--- config.mk ---
export PLATFORM = sky130hd
export DESIGN_NAME = lc3_decode_stage
export DESIGN_NICKNAME = d
export VERILOG_FILES = /design/src/rtl/lc3_pkg.sv /design/src/rtl/lc3_decode_logic.sv /design/src/rtl/lc3_decode_stage.sv
export SDC_FILE = /design/constraint.sdc
export NUM_CORES = 1
export LEC_CHECK = 0
export CAP_MARGIN = 0
export CORE_MARGIN = 2
export CORE_UTILIZATION = 43
export DETAILED_ROUTE_END_ITERATION = 8
export PLACE_DENSITY = 0.95
export SLEW_MARGIN = 15
export SYNTH_ARGS = -nofsm -noshare
export SYNTH_HDL_FRONTEND = slang
export SYNTH_SLANG_ARGS = --single-unit
--- constraint.sdc ---
create_clock -name clock -period 1.92 [get_ports clock]
set_input_delay 0.384 -clock clock [delete_from_list [all_inputs] [get_ports clock]]
set_output_delay 0.384 -clock clock [all_outputs]
set_load 0.1 [all_outputs]
--- src/rtl/lc3_pkg.sv ---
// Shared LC3 decode definitions: opcodes, control encodings and the execute-control payload.
package lc3_pkg;

    localparam int unsigned DATA_W   = 16;
    localparam int unsigned CTRL_E_W = 6;
    localparam int unsigned OPC_W    = 4;
    localparam int unsigned WB_W     = 2;

    typedef enum logic [OPC_W-1:0] {
        OP_BR   = 4'b0000,
        OP_ADD  = 4'b0001,
        OP_LD   = 4'b0010,
        OP_ST   = 4'b0011,
        OP_JSR  = 4'b0100,
        OP_AND  = 4'b0101,
        OP_LDR  = 4'b0110,
        OP_STR  = 4'b0111,
        OP_RTI  = 4'b1000,
        OP_NOT  = 4'b1001,
        OP_LDI  = 4'b1010,
        OP_STI  = 4'b1011,
        OP_JMP  = 4'b1100,
        OP_RES  = 4'b1101,
        OP_LEA  = 4'b1110,
        OP_TRAP = 4'b1111
    } opcode_e;

    localparam logic [1:0] ALU_ADD = 2'b00;
    localparam logic [1:0] ALU_AND = 2'b01;
    localparam logic [1:0] ALU_NOT = 2'b10;

    localparam logic [1:0] PCSEL1_OFF11 = 2'b00;
    localparam logic [1:0] PCSEL1_OFF9  = 2'b01;
    localparam logic [1:0] PCSEL1_OFF6  = 2'b10;
    localparam logic [1:0] PCSEL1_ZERO  = 2'b11;

    localparam logic [WB_W-1:0] WB_ALU = 2'b00;
    localparam logic [WB_W-1:0] WB_MEM = 2'b01;
    localparam logic [WB_W-1:0] WB_PC  = 2'b10;

    typedef struct packed {
        logic [1:0] alu_control;
        logic [1:0] pcselect1;
        logic       pcselect2;
        logic       op2select;
    } e_control_t;

    // RTI and the reserved opcode have no implementation in this core.
    function automatic logic is_illegal_op(input opcode_e op);
        return (op == OP_RTI) || (op == OP_RES);
    endfunction

endpackage

--- src/rtl/lc3_decode_logic.sv ---
// Combinational LC3 instruction decoder producing execute/writeback/memory controls.
// Optional macro LC3_DECODE_ILLEGAL_EN adds the o_illegal flag.
module lc3_decode_logic
    import lc3_pkg::*;
(
    input  logic [OPC_W-1:0] i_opcode,
    input  logic             i_ir11,
    input  logic             i_ir5,
    output e_control_t       o_e_ctrl,
    output logic [WB_W-1:0]  o_w_ctrl,
`ifdef LC3_DECODE_ILLEGAL_EN
    output logic             o_illegal,
`endif
    output logic             o_mem_ctrl
);

    opcode_e w_op;
    assign w_op = opcode_e'(i_opcode);

    always_comb begin
        o_e_ctrl   = '0;
        o_w_ctrl   = WB_ALU;
        o_mem_ctrl = 1'b0;
        case (w_op)
            OP_ADD: begin
                o_e_ctrl.alu_control = ALU_ADD;
                o_e_ctrl.op2select   = ~i_ir5;
            end
            OP_AND: begin
                o_e_ctrl.alu_control = ALU_AND;
                o_e_ctrl.op2select   = ~i_ir5;
            end
            OP_NOT: o_e_ctrl.alu_control = ALU_NOT;
            OP_LD, OP_LDI: begin
                o_e_ctrl.pcselect1 = PCSEL1_OFF9;
                o_e_ctrl.pcselect2 = 1'b1;
                o_w_ctrl           = WB_MEM;
                o_mem_ctrl         = (w_op == OP_LDI);
            end
            OP_LDR: begin
                o_e_ctrl.pcselect1 = PCSEL1_OFF6;
                o_w_ctrl           = WB_MEM;
            end
            OP_LEA: begin
                o_e_ctrl.pcselect1 = PCSEL1_OFF9;
                o_e_ctrl.pcselect2 = 1'b1;
                o_w_ctrl           = WB_PC;
            end
            OP_ST, OP_STI, OP_BR: begin
                o_e_ctrl.pcselect1 = PCSEL1_OFF9;
                o_e_ctrl.pcselect2 = 1'b1;
                o_mem_ctrl         = (w_op == OP_STI);
            end
            OP_STR: o_e_ctrl.pcselect1 = PCSEL1_OFF6;
            OP_JSR: begin
                // IR[11] selects JSR (npc + offset11) versus JSRR (base register).
                if (i_ir11) begin
                    o_e_ctrl.pcselect1 = PCSEL1_OFF11;
                    o_e_ctrl.pcselect2 = 1'b1;
                end else begin
                    o_e_ctrl.pcselect1 = PCSEL1_ZERO;
                end
            end
            OP_JMP: o_e_ctrl.pcselect1 = PCSEL1_ZERO;
            default: ;
        endcase
    end

`ifdef LC3_DECODE_ILLEGAL_EN
    assign o_illegal = is_illegal_op(w_op);
`endif

endmodule

--- src/rtl/lc3_decode_stage.sv ---
// LC3 decode pipeline stage: registers the fetched word and npc, and the decoded controls.
// Optional macro LC3_DECODE_ILLEGAL_EN adds the registered illegal_op output.
module lc3_decode_stage
    import lc3_pkg::*;
(
    input  logic                clock,
    input  logic                reset,
    input  logic                enable_decode,
    input  logic                flush,
    input  logic [DATA_W-1:0]   instr_dout,
    input  logic [DATA_W-1:0]   npc_in,
    output logic [DATA_W-1:0]   ir,
    output logic [DATA_W-1:0]   npc_out,
    output logic [CTRL_E_W-1:0] e_control,
    output logic [WB_W-1:0]     w_control,
    output logic                mem_control,
`ifdef LC3_DECODE_ILLEGAL_EN
    output logic                illegal_op,
`endif
    output logic                dec_valid
);

    e_control_t          w_e_ctrl;
    logic [WB_W-1:0]     w_w_ctrl;
    logic                w_mem_ctrl;

    logic [DATA_W-1:0]   r_ir;
    logic [DATA_W-1:0]   r_npc;
    e_control_t          r_e_ctrl;
    logic [WB_W-1:0]     r_w_ctrl;
    logic                r_mem_ctrl;
    logic                r_valid;

`ifdef LC3_DECODE_ILLEGAL_EN
    logic                w_illegal;
    logic                r_illegal;
`endif

    lc3_decode_logic u_decode (
        .i_opcode   (instr_dout[15:12]),
        .i_ir11     (instr_dout[11]),
        .i_ir5      (instr_dout[5]),
        .o_e_ctrl   (w_e_ctrl),
        .o_w_ctrl   (w_w_ctrl),
`ifdef LC3_DECODE_ILLEGAL_EN
        .o_illegal  (w_illegal),
`endif
        .o_mem_ctrl (w_mem_ctrl)
    );

    // Priority: reset > flush > capture > hold. Flush keeps ir/npc for debug visibility.
    always_ff @(posedge clock) begin
        if (reset) begin
            r_ir       <= '0;
            r_npc      <= '0;
            r_e_ctrl   <= '0;
            r_w_ctrl   <= '0;
            r_mem_ctrl <= 1'b0;
            r_valid    <= 1'b0;
`ifdef LC3_DECODE_ILLEGAL_EN
            r_illegal  <= 1'b0;
`endif
        end else if (flush) begin
            r_e_ctrl   <= '0;
            r_w_ctrl   <= '0;
            r_mem_ctrl <= 1'b0;
            r_valid    <= 1'b0;
`ifdef LC3_DECODE_ILLEGAL_EN
            r_illegal  <= 1'b0;
`endif
        end else if (enable_decode) begin
            r_ir       <= instr_dout;
            r_npc      <= npc_in;
            r_e_ctrl   <= w_e_ctrl;
            r_w_ctrl   <= w_w_ctrl;
            r_mem_ctrl <= w_mem_ctrl;
            r_valid    <= 1'b1;
`ifdef LC3_DECODE_ILLEGAL_EN
            r_illegal  <= w_illegal;
`endif
        end
    end

    assign ir          = r_ir;
    assign npc_out     = r_npc;
    assign e_control   = CTRL_E_W'(r_e_ctrl);
    assign w_control   = r_w_ctrl;
    assign mem_control = r_mem_ctrl;
    assign dec_valid   = r_valid;
`ifdef LC3_DECODE_ILLEGAL_EN
    assign illegal_op  = r_illegal;
`endif

endmodule

=== After elaboration in Yosys (flattened, before gate mapping) ===
Index checks and enable logic that the tools add are counted.
Widths: inputs -> output; s select.

* Equal/unequal tests: 12
* Mux-type cells: 8
* Bitwise operators: 2
* Reduce and logical (&&, ||, !) cells: 9

{| class="wikitable"
|+ Operator list
! operator !! number
|-
| $eq 4x4->1 const B || 5
|-
| $eq 4x3->1 const B || 4
|-
| $eq 4x2->1 const B || 2
|-
| $pmux 2 s2 || 2
|-
| $pmux 2 s4 || 1
|-
| $reduce_or 2->1 || 4
|-
| $reduce_or 3->1 || 2
|-
| $reduce_or 6->1 || 1
|-
| $eq 4x1->1 const B || 1
|-
| $logic_not 4->1 || 1
|-
| $pmux 1 s2 || 2
|-
| $mux 1 || 2
|-
| $mux 2 || 1
|-
| $not 1->1 || 2
|-
| $reduce_and 2->1 || 1
|}

* Register bits: 42
* Input port bits: 36
* Output and inout port bits: 42
* Logic and storage cells: 40

=== Longest topological paths before layout ===
Gate-level depths: netlist of the first run.

* Word-level depth: 3
* Gate-level depth with buffers: 6
* Depth with buffers taken out: 3

=== Cells and area by module ===
A second synthesis of the first run with hierarchy kept.

* Cells, all modules: 201
* Area total of the unflattened synthesis: 2006.9 µm²

{| class="wikitable"
|+ By module, submodules not included
! module !! instances !! cells each !! area each (µm²) !! sequential area each (µm²)
|-
| lc3_decode_stage || 1 || 178 || 1858.0 || 840.8
|-
| lc3_decode_logic || 1 || 23 || 148.9 || 0.0
|}

=== Worst setup path before layout of the first run ===
Ideal clock, no wire load.

* Path kind: flip-flop to output port
* From: register r_e_ctrl (netlist bit e_control[1])
* To: output e_control[1]
* Data arrival time: 926 ps
* Required time: 1536 ps
* Slack: 610 ps
* Stages on the path, launching flop included: 1
* Buffers on the path: 0
* Path through: dfxtp_1

{| class="wikitable"
|+ RTL lines
! what !! line !! text
|-
| start: declaration || lc3_decode_stage.sv:29 || <nowiki>e_control_t r_e_ctrl;</nowiki>
|-
| start signal: assignment || lc3_decode_stage.sv:74 || <nowiki>r_e_ctrl <= w_e_ctrl;</nowiki>
|-
| end: declaration || lc3_decode_stage.sv:14 || <nowiki>output logic [CTRL_E_W-1:0] e_control,</nowiki>
|}

No word-level cell between the ends.

=== Worst setup path after layout of the first run ===
* From: input instr_dout[14]
* To: register r_e_ctrl (netlist bit e_control[1])

* Cells in the longest elaborated chain, start to end: 3
* Elaborated cells between the ends (all ways): 9
* Classes of those cells: 6 x eq/ne; 1 x mux; 2 x reduce/logical

{| class="wikitable"
|+ Ends and longest elaborated chain
! what !! line !! text
|-
| start: declaration || lc3_decode_stage.sv:10 || <nowiki>input logic [DATA_W-1:0] instr_dout,</nowiki>
|-
| $eq 4x2->1 (tied with other cells) || lc3_decode_logic.sv:24 || <nowiki>case (w_op)</nowiki>
|-
| $reduce_or 6->1 (no line) || n/a ||
|-
| $pmux 1 s2 * || lc3_decode_logic.sv:24 ||
|}

Mark *: on every way between the ends. The rest lies on a longest branch, timed or not.
A chain may end at the register's enable or synchronous reset.

==> results of run 1 <==
[state kept, by name, summed over array words and instances (netlist names)]
signal,count
w_control,2
dec_valid,1
mem_control,1
ir,16
npc_out,16
e_control,6
[synth_stat cells, drive strengths merged, types with 2 or more instances]
library cell	count	area, um2
nand3b	2	15.0
nor2	4	15.0
nand4	2	12.5
nand4b	2	17.5
o21ai	2	10.0
or2	2	12.5
nand2	66	248
nor2b	3	21.3
buf	12	96.3
nand2b	7	43.8
o221a	2	22.5
clkbuf	4	15.0
a21oi	37	185
dfxtp	42	841
[layout make-up]
type / instances / area (um2) / share of cell area
flip-flops and latches: 42 / 841 / 0.349
repair buffers: 84 / 718 / 0.298
multi-input cells: 137 / 678 / 0.282
clock buffers: 7 / 76.3 / 0.0317
well taps: 48 / 60.1 / 0.0249
clock inverters: 1 / 30.0 / 0.0125
inverters: 1 / 3.75 / 0.00156
[worst min-delay path, stage by stage, from the launching register on]
cell and delay [ns]:
dfxtp_1 0.31, nand2_1 0.05, a21oi_1 0.05
[through the flow]
step	area [um2]	worst slack, ns
after floorplan	1630	0.610
after global placement	2300	0.258
after detailed placement	2300	0.214
after CTS	2410	0.529
after global routing	2410	0.374
final	2410	0.521
[final timing paths]
path / to
min: ir[7]
max: e_control[1]
max reg2reg: e_control[2]
min reg2reg: ir[7]
[power by group through the flow]
stage	Sequential [uW]	Clock [uW]	Combinational, uW
2_1_floorplan	1200	0	109
3_3_place_gp	943	0	503
3_5_place_dp	944	0	509
4_1_cts	924	682	510
5_1_grt	928	735	535
6_report	924	668	507
[per-layer routing]
layer / up-vias / global-route usage / wire length (um)
li1: 792 / - / -
met1: 697 / 0.240 / 1670
met2: 53 / 0.326 / 1950
met3: 8 / 0.0548 / 250
met4: 0 / 0.0599 / 61
met5: - / 0 / 0
[cells by family (layout without fill, tap and decap cells)]
group	Yosys count	in the layout	share of synthesized area
DFF	42	42	0.515
AOI/OAI and AO/OA	44	44	0.155
muxes	1	1	0.00613
buffers and inverters	17	93	0.0704
and+or+nand+nor	92	92	0.254
==> results.txt, run 1 <==
status -> finished, final reports clean
routed via count -> 1550
max_cap viols -> 0
syn_nets -> 232
Top Ports -> 78
fin. max-slew vios -> 0
Pint -> 1440 uW
crit path from -> instr_dout[14]
Post-synth ARST share -> 0
DRC violations left -> 0
worst path bufs/invs -> 1
critical path depth -> 4
Core Box Area -> 3660 um2
Yosys cell types -> 28
count of final setup violators -> 0
Pwr per Cell Area -> 872 nW/um2
mean post-synth cell area -> 8.34 um2
ys flop type -> dfxtp_1
H-tree levels -> 2
critical path's slowest cell -> clkdlybuf4s50_1
clk_lat worst skew -> 0.28 ns
# rows -> 22
clock sinks -> 42
fmax -> 0.715 GHz
Finished Layout Cells -> 320
CTS Hold Bufs -> 0
Starting DRT DRC Count -> 95
fill count -> 329
Starting Density -> 0.446
grt total ovfl -> 0
CP arrival -> 1.58 ns
Routed Antenna Nets -> 0
Critical Path End Type -> flip-flop
setup TNS -> 0 ns
port buffer count -> 77
CP required -> 2.10 ns
largest net degree at the start of global routing -> 30
antenna violations before repair -> 0
TritonCTS clock tree -> done
Hold Path Depth -> 2
synth-to-layout area growth -> 47.3%
RSZ-0062 raised after global routing -> no
sw frac -> 0.312
Layout Nets -> 307
Worst Hold Launch -> ir[7]
n_diodes -> 0
Crit Path Class -> primary input to flip-flop
Seq cells post-synth -> 42
Yosys warning count -> 0
layout cell share with drive strength beyond 1 -> 0.217
placed insts -> 312
die width -> 65.6 um
register area share after synthesis -> 0.515
Clock Skew -> 0 ns
post-synthesis cell area -> 1630 um2
worst path cell trace -> clkdlybuf4s50_1, nor2b_2, a221oi_2, o221a_1
dpl hpwl -> 2900 um
DR WL/cell -> 12.3 um
# Post-CTS Setup Buffers -> 0
gp weighted congestion -> 0.867
Final Hold Fails -> 0
die area -> 4310 um2
register-to-register setup slack -> 1.25 ns
commonest non-fill, non-tap cell in the layout -> nand2_1
Tcrit/Tclk final -> 0.729
clock network power share -> 0.318
min cycle time layout -> 1.40 ns
Peak VDD IR -> 0.424 mV
most frequent cells in the layout -> nand2_1, buf_4, dfxtp_1, a21oi_1, clkdlybuf4s50_1
total CTS buffers -> 5
clk buf depth -> 2
First-pass DRT Iterations -> 4
Total GRT Usage -> 0.194
final core occ -> 0.658
Lkg Pwr -> 0.000983 uW
clk slew on worst S/H paths -> 0.08 ns
Die H -> 65.6 um
Comb power frac -> 0.241
worst-margin pin slew -> 0.350 ns
Hold Crit Class -> flip-flop to flip-flop
first-pass GRT wire length -> 6490 um
total wire length -> 3920 um
Pwr Total -> 2100 uW
Slew Limit Headroom -> 0.766
vias in the first global route -> 1412
Gate Count Post-Synth -> 196
CP max FO -> 9
Psw -> 654 uW
nature of the critical path startpoint -> primary input
EDFF count, synth -> 0
minimum hold slack -> 0.457 ns
Largest stage delay, worst path -> 0.65 ns
r2r worst-path depth -> 1
Post-CTS Resized -> 0
part of the power in registers -> 0.440
CTS root buf -> clkbuf_8
Reg-to-Reg Start -> e_control[2]
CP delay by family, top -> buffers and inverters
routed vias/inst -> 4.84
Note: power is estimated with default switching activity, not from simulation.
==> run 2, diff against run 1 <==
--- a/config.mk
+++ b/config.mk
@@ -7,9 +7,9 @@
 export LEC_CHECK = 0
 export CAP_MARGIN = 0
 export CORE_MARGIN = 2
-export CORE_UTILIZATION = 43
+export CORE_UTILIZATION = 36
 export DETAILED_ROUTE_END_ITERATION = 8
-export PLACE_DENSITY = 0.95
+export PLACE_DENSITY = 0.86
 export SLEW_MARGIN = 15
 export SYNTH_ARGS = -nofsm -noshare
 export SYNTH_HDL_FRONTEND = slang
==> constraint.sdc (replaced) <==
create_clock -name clock -period 1.2 [get_ports clock]
set_input_delay 0.24 -clock clock [delete_from_list [all_inputs] [get_ports clock]]
set_output_delay 0.24 -clock clock [all_outputs]
set_load 0.1 [all_outputs]
==> results.txt, run 2 (synthesis results as in run 1) <==
dpl hpwl -> 3370 um
sw frac -> 0.312
Peak VDD IR -> 0.826 mV
commonest non-fill, non-tap cell in the layout -> nand2_1
die area -> 5090 um2
Hold Crit Class -> primary input to flip-flop
Clock Skew -> 0 ns
critical path's slowest cell -> clkdlybuf4s50_1
Final Hold Fails -> 0
Place WS -> -0.289 ns
status -> finished, final reports clean
RSZ-0062 raised after global routing -> no
Die H -> 71.4 um
register-to-register setup slack -> 0.52 ns
Top Ports -> 78
Critical Path End Type -> flip-flop
most frequent cells in the layout -> nand2_1, buf_12, dfxtp_2, a21oi_1, clkdlybuf4s50_1
routed via count -> 1613
CP delay by family, top -> buffers and inverters
CP required -> 1.44 ns
Core Box Area -> 4350 um2
vias in the first global route -> 1610
clock sinks -> 42
count of final setup violators -> 0
total CTS buffers -> 5
CTS root buf -> clkbuf_8
port buffer count -> 77
Psw -> 1110 uW
largest net degree at the start of global routing -> 33
FF-to-FF End -> e_control[1]
layout cell share with drive strength beyond 1 -> 0.405
worst path cell trace -> clkdlybuf4s50_1, nor2b_2, a211oi_2, o221a_1
gp weighted congestion -> 0.899
nature of the critical path startpoint -> primary input
Pwr per Cell Area -> 1140 nW/um2
first-pass GRT wire length -> 7310 um
Comb power frac -> 0.279
Worst Hold Launch -> instr_dout[15]
clk buf depth -> 2
Pint -> 2460 uW
Slew Limit Headroom -> 0.806
CP max FO -> 5
worst path bufs/invs -> 1
Layout Nets -> 319
part of the power in registers -> 0.426
fmax -> 0.877 GHz
total wire length -> 4430 um
r2r worst-path depth -> 1
Lkg Pwr -> 0.00122 uW
H-tree levels -> 2
# Post-CTS Setup Buffers -> 0
Hold Path End -> e_control[3]
setup TNS -> 0 ns
Routed Antenna Nets -> 0
max_cap viols -> 0
Starting DRT DRC Count -> 56
synth-to-layout area growth -> 91.0%
TritonCTS clock tree -> done
clk_lat worst skew -> 0.30 ns
antenna violations before repair -> 0
Starting Density -> 0.375
min cycle time layout -> 1.14 ns
routed vias/inst -> 4.80
grt total ovfl -> 0
worst setup slack after layout -> 0.0598 ns
worst-margin pin slew -> 0.289 ns
die width -> 71.4 um
Largest stage delay, worst path -> 0.50 ns
First-pass DRT Iterations -> 4
Tcrit/Tclk final -> 0.950
Reg-to-Reg Start -> e_control[1]
Crit Path Class -> primary input to flip-flop
n_diodes -> 0
Hold Path Depth -> 4
# rows -> 24
CP arrival -> 1.38 ns
clock network power share -> 0.295
clk slew on worst S/H paths -> 0.08 ns
DR WL/cell -> 13.2 um
fin. max-slew vios -> 0
DRC violations left -> 0
Total GRT Usage -> 0.179
-- run 2: cell count changes in the layout (fill, tap and decap cells not counted), sizes merged --
cell and change:
buf +12, dlymetal6s2s +2, clkdlybuf4s50 -2, bufinv -1, clkbuf +1
-- run 2: through the flow --
step            util  hold slack (ns)  cell area [um2]  instances  power, uW
2_1_floorplan      -            0.368             1690        196       2100
3_3_place_gp   0.689            0.462             3000        328       2530
3_5_place_dp   0.689            0.465             3000        328       2550
4_1_cts        0.714            0.474             3110        336       3600
5_1_grt        0.717            0.460             3120        336       3710
6_report       0.717            0.418             3120        336       3570
-- run 2: worst max-delay path by stage --
stage	cells after the start	end	slack, ns	startpoint
3_5_place_dp	4	e_control[1]	-0.29	instr_dout[13]
3_3_place_gp	4	e_control[1]	-0.24	instr_dout[13]
5_1_grt	5	npc_out[10]	0.01	enable_decode
4_1_cts	4	e_control[2]	0.03	instr_dout[13]
2_1_floorplan	2	dec_valid	0.007	dec_valid
6_report	4	e_control[2]	0.06	instr_dout[14]
-- run 2: area by class of cell --
cell class,count,area (um2)
clock buffer,8,110
fill,300,1230
inverter,1,3.75
multi-input combinational,137,683
sequential,42,892
tap,52,65.1
timing repair buffer,96,1370
-- run 2: metal layers --
| layer | up-vias | GRT usage | routed length [um] |
|---|---|---|---|
| li1 | 812 | - | - |
| met1 | 738 | 0.205 | 1820 |
| met2 | 60 | 0.318 | 2240 |
| met3 | 3 | 0.0689 | 338 |
| met4 | 0 | 0.0377 | 36 |
| met5 | - | 0 | 0 |
-- run 2: worst min-delay path, stage by stage --
cell            delay (ns)
dlymetal6s2s_1        0.23
nand2_1               0.08
nand4_1               0.09
o21ai_1               0.05
-- run 2: power by group through the flow --
stage | Combinational, uW | Sequential (uW) | Clock, uW
after floorplan | 174 | 1930 | 0
after global placement | 984 | 1550 | 0
after detailed placement | 997 | 1550 | 0
after CTS | 1000 | 1520 | 1080
after global routing | 1040 | 1530 | 1150
final | 997 | 1520 | 1050
-- run 2: repair_timing --
action / in CTS / in global routing
setup endpoints to repair: 0 / 11
gates resized for setup: 0 / 5
hold buffers: 0 / 0
